### src/rtl/lm_sm_sequencer_pkg.sv
// Shared ISA definitions for the load-multiple / store-multiple sequencer:
// opcode values, register count and the sequencer state encoding.
package lm_sm_sequencer_pkg;

    // Number of architectural registers, which is also the width of the LM/SM mask.
    localparam int REG_N = 8;

    // Opcodes of the two multi-register memory instructions.
    localparam logic [3:0] OP_LM = 4'b0110;
    localparam logic [3:0] OP_SM = 4'b0111;

    // Sequencer states. These are plain constants so older code can use them too.
    localparam logic [1:0] ST_IDLE  = 2'd0;
    localparam logic [1:0] ST_XFER  = 2'd1;
    localparam logic [1:0] ST_DONE0 = 2'd2;

endpackage

### src/rtl/lm_sm_sequencer_lsb_pri_enc.sv
// Lowest-set-bit priority encoder. The hazard unit can reuse it.
// o_index is the position of the least significant set bit of i_vec.
// o_any shows whether any bit is set. When i_vec is zero, o_index is 0.
module lsb_pri_enc #(
    parameter int N  = 8,
    parameter int IW = 3
) (
    input  logic [N-1:0]  i_vec,
    output logic [IW-1:0] o_index,
    output logic          o_any
);

    // Scan from the top bit down, so the lowest set bit is the last one written.
    always_comb begin
        o_index = '0;
        for (int i = N - 1; i >= 0; i--) begin
            if (i_vec[i]) begin
                o_index = IW'(i);
            end
        end
    end

    assign o_any = |i_vec;

endmodule

### src/rtl/lm_sm_sequencer.sv
// LM/SM sequencer. It turns one load-multiple or store-multiple instruction
// into a series of single-register memory transfers.
// The lowest register goes first, at base, base+1, and so on.
// Fetch stays stalled until the instruction has finished.
// Handshake: start is a one-cycle valid. It is only accepted in IDLE and cannot be back-pressured.
// While busy, stall_fetch keeps the front end from presenting another start.
// hold is a downstream stall that freezes the sequencer and masks every strobe.
module lm_sm_sequencer #(
    parameter int         ADDR_W = 16,
    parameter int         REG_N  = lm_sm_sequencer_pkg::REG_N,
    parameter logic [3:0] OP_LM  = lm_sm_sequencer_pkg::OP_LM,
    parameter logic [3:0] OP_SM  = lm_sm_sequencer_pkg::OP_SM
) (
    input  logic              clk,
    input  logic              reset,
    input  logic              start,
    input  logic [3:0]        opcode,
    input  logic [REG_N-1:0]  imm_mask,
    input  logic [ADDR_W-1:0] base_addr,
    input  logic              hold,
    output logic              busy,
    output logic              stall_fetch,
    output logic [2:0]        reg_sel,
    output logic [ADDR_W-1:0] mem_addr,
    output logic              mem_rd,
    output logic              mem_wr,
    output logic              reg_write,
    output logic              done
);

    import lm_sm_sequencer_pkg::*;

    logic [1:0]        r_state;
    logic [REG_N-1:0]  r_mask;
    logic [ADDR_W-1:0] r_base;
    logic [ADDR_W-1:0] r_count;
    logic              r_is_load;

    logic [2:0]        w_idx;
    logic              w_any;
    logic [REG_N-1:0]  w_mask_next;
    logic              w_is_lmsm;
    logic              w_in_xfer;
    logic              w_fire;

    // The register to transfer now is the lowest bit still set in the mask.
    lsb_pri_enc #(
        .N  (REG_N),
        .IW (3)
    ) u_enc (
        .i_vec   (r_mask),
        .o_index (w_idx),
        .o_any   (w_any)
    );

    assign w_is_lmsm   = (opcode == OP_LM) || (opcode == OP_SM);
    // Clearing the lowest set bit gives the mask left after this transfer.
    assign w_mask_next = r_mask & (r_mask - REG_N'(1));
    assign w_in_xfer   = (r_state == ST_XFER);
    assign w_fire      = w_in_xfer && w_any && !hold;

    // State, mask, base and count. Capture happens only in IDLE. hold freezes everything.
    always_ff @(posedge clk or posedge reset) begin
        if (reset) begin
            r_state   <= ST_IDLE;
            r_mask    <= '0;
            r_base    <= '0;
            r_count   <= '0;
            r_is_load <= 1'b0;
        end else begin
            case (r_state)
                ST_IDLE: begin
                    if (start && w_is_lmsm) begin
                        if (|imm_mask) begin
                            r_mask    <= imm_mask;
                            r_base    <= base_addr;
                            r_count   <= '0;
                            r_is_load <= (opcode == OP_LM);
                            r_state   <= ST_XFER;
                        end else begin
                            r_state   <= ST_DONE0;
                        end
                    end
                end
                ST_XFER: begin
                    if (!hold) begin
                        r_mask  <= w_mask_next;
                        r_count <= r_count + ADDR_W'(1);
                        if (w_mask_next == '0) begin
                            r_state <= ST_IDLE;
                        end
                    end
                end
                ST_DONE0: begin
                    if (!hold) begin
                        r_state <= ST_IDLE;
                    end
                end
                default: r_state <= ST_IDLE;
            endcase
        end
    end

    // Output decode. Select and address appear only during XFER; strobes only when not held.
    always_comb begin
        busy        = (r_state != ST_IDLE);
        stall_fetch = !reset && (busy || (start && w_is_lmsm));
        reg_sel     = w_in_xfer ? w_idx : 3'd0;
        mem_addr    = w_in_xfer ? (r_base + r_count) : '0;
        mem_rd      = w_fire && r_is_load;
        reg_write   = w_fire && r_is_load;
        mem_wr      = w_fire && !r_is_load;
        done        = (w_fire && (w_mask_next == '0)) ||
                      ((r_state == ST_DONE0) && !hold);
    end

endmodule

### config.mk
export PLATFORM = sky130hd
export DESIGN_NAME = lm_sm_sequencer
export DESIGN_NICKNAME = d
export VERILOG_FILES = /design/src/rtl/lm_sm_sequencer_pkg.sv /design/src/rtl/lm_sm_sequencer_lsb_pri_enc.sv /design/src/rtl/lm_sm_sequencer.sv
export SDC_FILE = /design/constraint.sdc
export NUM_CORES = 1
export LEC_CHECK = 0
export CORE_MARGIN = 4
export CORE_UTILIZATION = 40
export DETAILED_ROUTE_END_ITERATION = 8
export GPL_TIMING_DRIVEN = 0
export PLACE_DENSITY = 0.67
export SYNTH_ARGS = -nofsm -noshare
export SYNTH_HDL_FRONTEND = slang
export SYNTH_SLANG_ARGS = --single-unit
export TNS_END_PERCENT = 5
### constraint.sdc
create_clock -name clk -period 2.3 [get_ports clk]
set_clock_uncertainty 0.15 [all_clocks]
set_input_delay 0.46 -clock clk [delete_from_list [all_inputs] [get_ports clk]]
set_output_delay 0.46 -clock clk [all_outputs]
set_load 0.05 [all_outputs]
==> results.cfg <==
[timing]
rsz0062_at_grt = yes
fin_tns_setup_ns = -7.91
setup_violations = 20
hold_viol_final = 0
max_freq_ghz = 0.333
fin_ws_ns = -0.706
final.period_utilization = 1.31
slew_violations = 0
slew-limit-headroom = 0.598
worst_slew_pin_slew_ns = 0.598
fin_crit_ns = 3.01

[finish]
area_growth_pct = 42.1
finalNetCount = 446
drive_above_1_share = 0.296
num_antenna_cells = 0

[synthesis]
synth_adder_area_share = 0.0778
synth-edff-count = 0
synth_area_um2 = 2960
ys_ff_latch = 43
synth_cell_types = 53
synthXorXnorAreaFrac = 0.0562
synth-compound-area-share = 0.180
synth_top_area_cell = dfrtp_1
synthArstFlopShare = 1.00
syn_avg_cell_area_um2 = 9.14
synth_top_family_by_area = simple AND/OR/NAND/NOR gates
synthCells = 324
seq_area_frac_synth = 0.363
synth-simple-area-share = 0.217
synthMuxAreaShare = 0.0744
yosysWarnings = 0
synth_area_leaders = dfrtp_1, ha_1, mux2_1
synth_top_cell_area_share = 0.363
synth_nets = 373
synth_flop_cell = dfrtp_1

[power]
internal_power_w = 0.00259
p_seq_frac = 0.255
p_sw_frac = 0.481
p_switching_w = 0.00240
leakagePower_nw = 1.74
clkPwrFrac = 0.102
power.share.combinational = 0.643
powerDensity_nw_per_um2 = 1190
ir_drop_mv = 0.456

[worst_setup_path]
crit_buf_inv = 1
cp_slowest_cell = dfrtp_1
crit_family = compound AO/OA/AOI/OAI gates
cp.arrival_ns = 2.40
cp-end-kind = primary output
critPathLaunchType = register
cp_data_required_time_ns = 1.69
path_cells = ha_4 > fa_2 > a21oi_4 > o21a_1 > nor3_2 > o31a_1 > nor3_4 > buf_6
crit_type = register to primary output
crit_fanout = 4
critPathMaxStageDelay_ns = 0.43

[clock_network]
cts_sinks = 43
cts_root_buffer = clkbuf_8
clk_pin_slew_ns = 0.09
h-tree-depth = 2
cts_tree = yes
cts_buffers = 5
clockBufferDepth = 2
clk_latency_ns = 0.30

[global_routing]
grt_pass1_vias = 2586
grt_usage = 0.178
grt_max_degree = 33
antenna_found_initial = 0
grt_pass1_wl_um = 12500
gr-total-overflow = 0

[place]
dp_hpwl_um = 5570
dp_worst_setup_slack_ns = -1.24
gp_congestion = 0.909
portBuffers = 56

[routing]
first_iter_violations = 144
firstDrtPassIters = 4
vias = 2679
wl_per_cell_um = 15.5
drcViolationCount = 0
wl_um = 7710
via_per_inst = 5.39
ant_nets = 0

[outcome]
status = complete, but fails checks
violations = negative setup slack

[flow_run]
cap_violations = 0

[min_path]
hp-class = input port to async pin

[die]
die_area_um2 = 8840
io_pins = 57
initial_core_util = 0.410
core_region_area_um2 = 7210
row_count = 31
die_h_um = 94.0
die_w_um = 94.0
==> flip-flops by register name (all words and copies together) (netlist names) <==
name and flops:
r_is_load 1, r_base 16, r_state 2, r_mask 8
r_count 16
==> repair_timing <==
item / 4_1_cts / 5_1_grt
resized for setup: 196 / 15
setup buffers: 7 / 3
pin swaps: 19 / 8
setup endpoints to repair: 25 / 26
hold buffers: 0 / 0
==> power groups by stage <==
| stage | logic (W) | registers [W] | clock network (W) |
|---|---|---|---|
| after global routing | 0.00347 | 0.00131 | 0.000545 |
| final | 0.00321 | 0.00127 | 0.000507 |
| after global placement | 0.00269 | 0.00123 | 0 |
| after floorplan | 0.00205 | 0.00118 | 0 |
| after detailed placement | 0.00274 | 0.00124 | 0 |
| after CTS | 0.00313 | 0.00126 | 0.000518 |
==> final cells by class <==
type	count	area, µm²
fillers	652	3010
multi-input cells	261	2120
flip-flops and latches	43	1090
repair buffers	67	667
well taps	99	124
plain buffers	9	75.1
clock buffers	5	68.8
inverters	10	37.5
clock inverters	3	25.0
==> metrics by stage <==
| stage | area [µm²] | hold WS, ns | instances | util | power (W) |
|---|---|---|---|---|---|
| 2_1_floorplan | 3090 | 0.315 | 324 | - | 0.00323 |
| 4_1_cts | 4140 | 0.285 | 494 | 0.574 | 0.00491 |
| 3_3_place_gp | 3780 | 0.327 | 479 | 0.524 | 0.00392 |
| 6_report | 4210 | 0.283 | 497 | 0.583 | 0.00499 |
| 3_5_place_dp | 3800 | 0.335 | 480 | 0.527 | 0.00399 |
| 5_1_grt | 4210 | 0.296 | 497 | 0.583 | 0.00532 |
==> worst paths after layout <==
check / from / slack [ns] / depth (start not counted) / endpoint
worst max-delay path: r_base[0] / -0.71 / 8 / mem_addr[14]
worst min-delay path: reset / 0.28 / 2 / r_mask[0]
worst max register to register: r_state[1] / 0.24 / 5 / r_base[8]
worst min register to register: r_base[10] / 0.35 / 1 / r_base[10]
max in group asynchronous: reset / 1.22 / 3 / r_count[2]
min in group clk: r_base[10] / 0.35 / 1 / r_base[10]
==> cell usage after synthesis, drive strengths merged (3+ instances only) <==
library cell  instances
a21o                  6
and4                  3
nand2b                7
ha                   16
mux2                 16
and3                  4
clkbuf                3
nand2                29
inv                  10
o211ai                3
or3                   3
xnor2                 5
o21ai                20
nor3                 10
o21a                  4
a211oi                5
xor2                 14
nand4                 6
buf                   7
nor4                  4
a22o                  7
dfrtp                43
a21oi                24
nand3                12
mux2i                 4
nor3b                 4
nor2                 34
==> routing by layer <==
| metal | part of all wire | up-vias | global-route usage |
|---|---|---|---|
| li1 | - | 1319 | - |
| met1 | 0.46 | 1287 | 0.235 |
| met2 | 0.49 | 68 | 0.305 |
| met3 | 0.042 | 5 | 0.0256 |
| met4 | 0.0089 | 0 | 0.0469 |
| met5 | 0 | - | 0 |
==> logic make-up after synthesis <==
group	after synthesis
and+or+nand+nor	125
AOI/OAI and AO/OA	79
DFF	43
buffers and inverters	20
muxes	20
xor gates and xnor gates	19
adders and majority gates	18
==> placed cells by master, fill, tap and decap left out, types with 9 or more instances in the layout <==
cell type        count
ha_1                 9
dfrtp_1             35
mux2_1              13
o21ai_0             16
nand3_1             12
nand2_1             27
xor2_1              14
clkdlybuf4s50_1     31
buf_4               18
buf_6               16
nor2_1              30
a21oi_1             17
No activity file was read; power rests on OpenSTA's default activity.
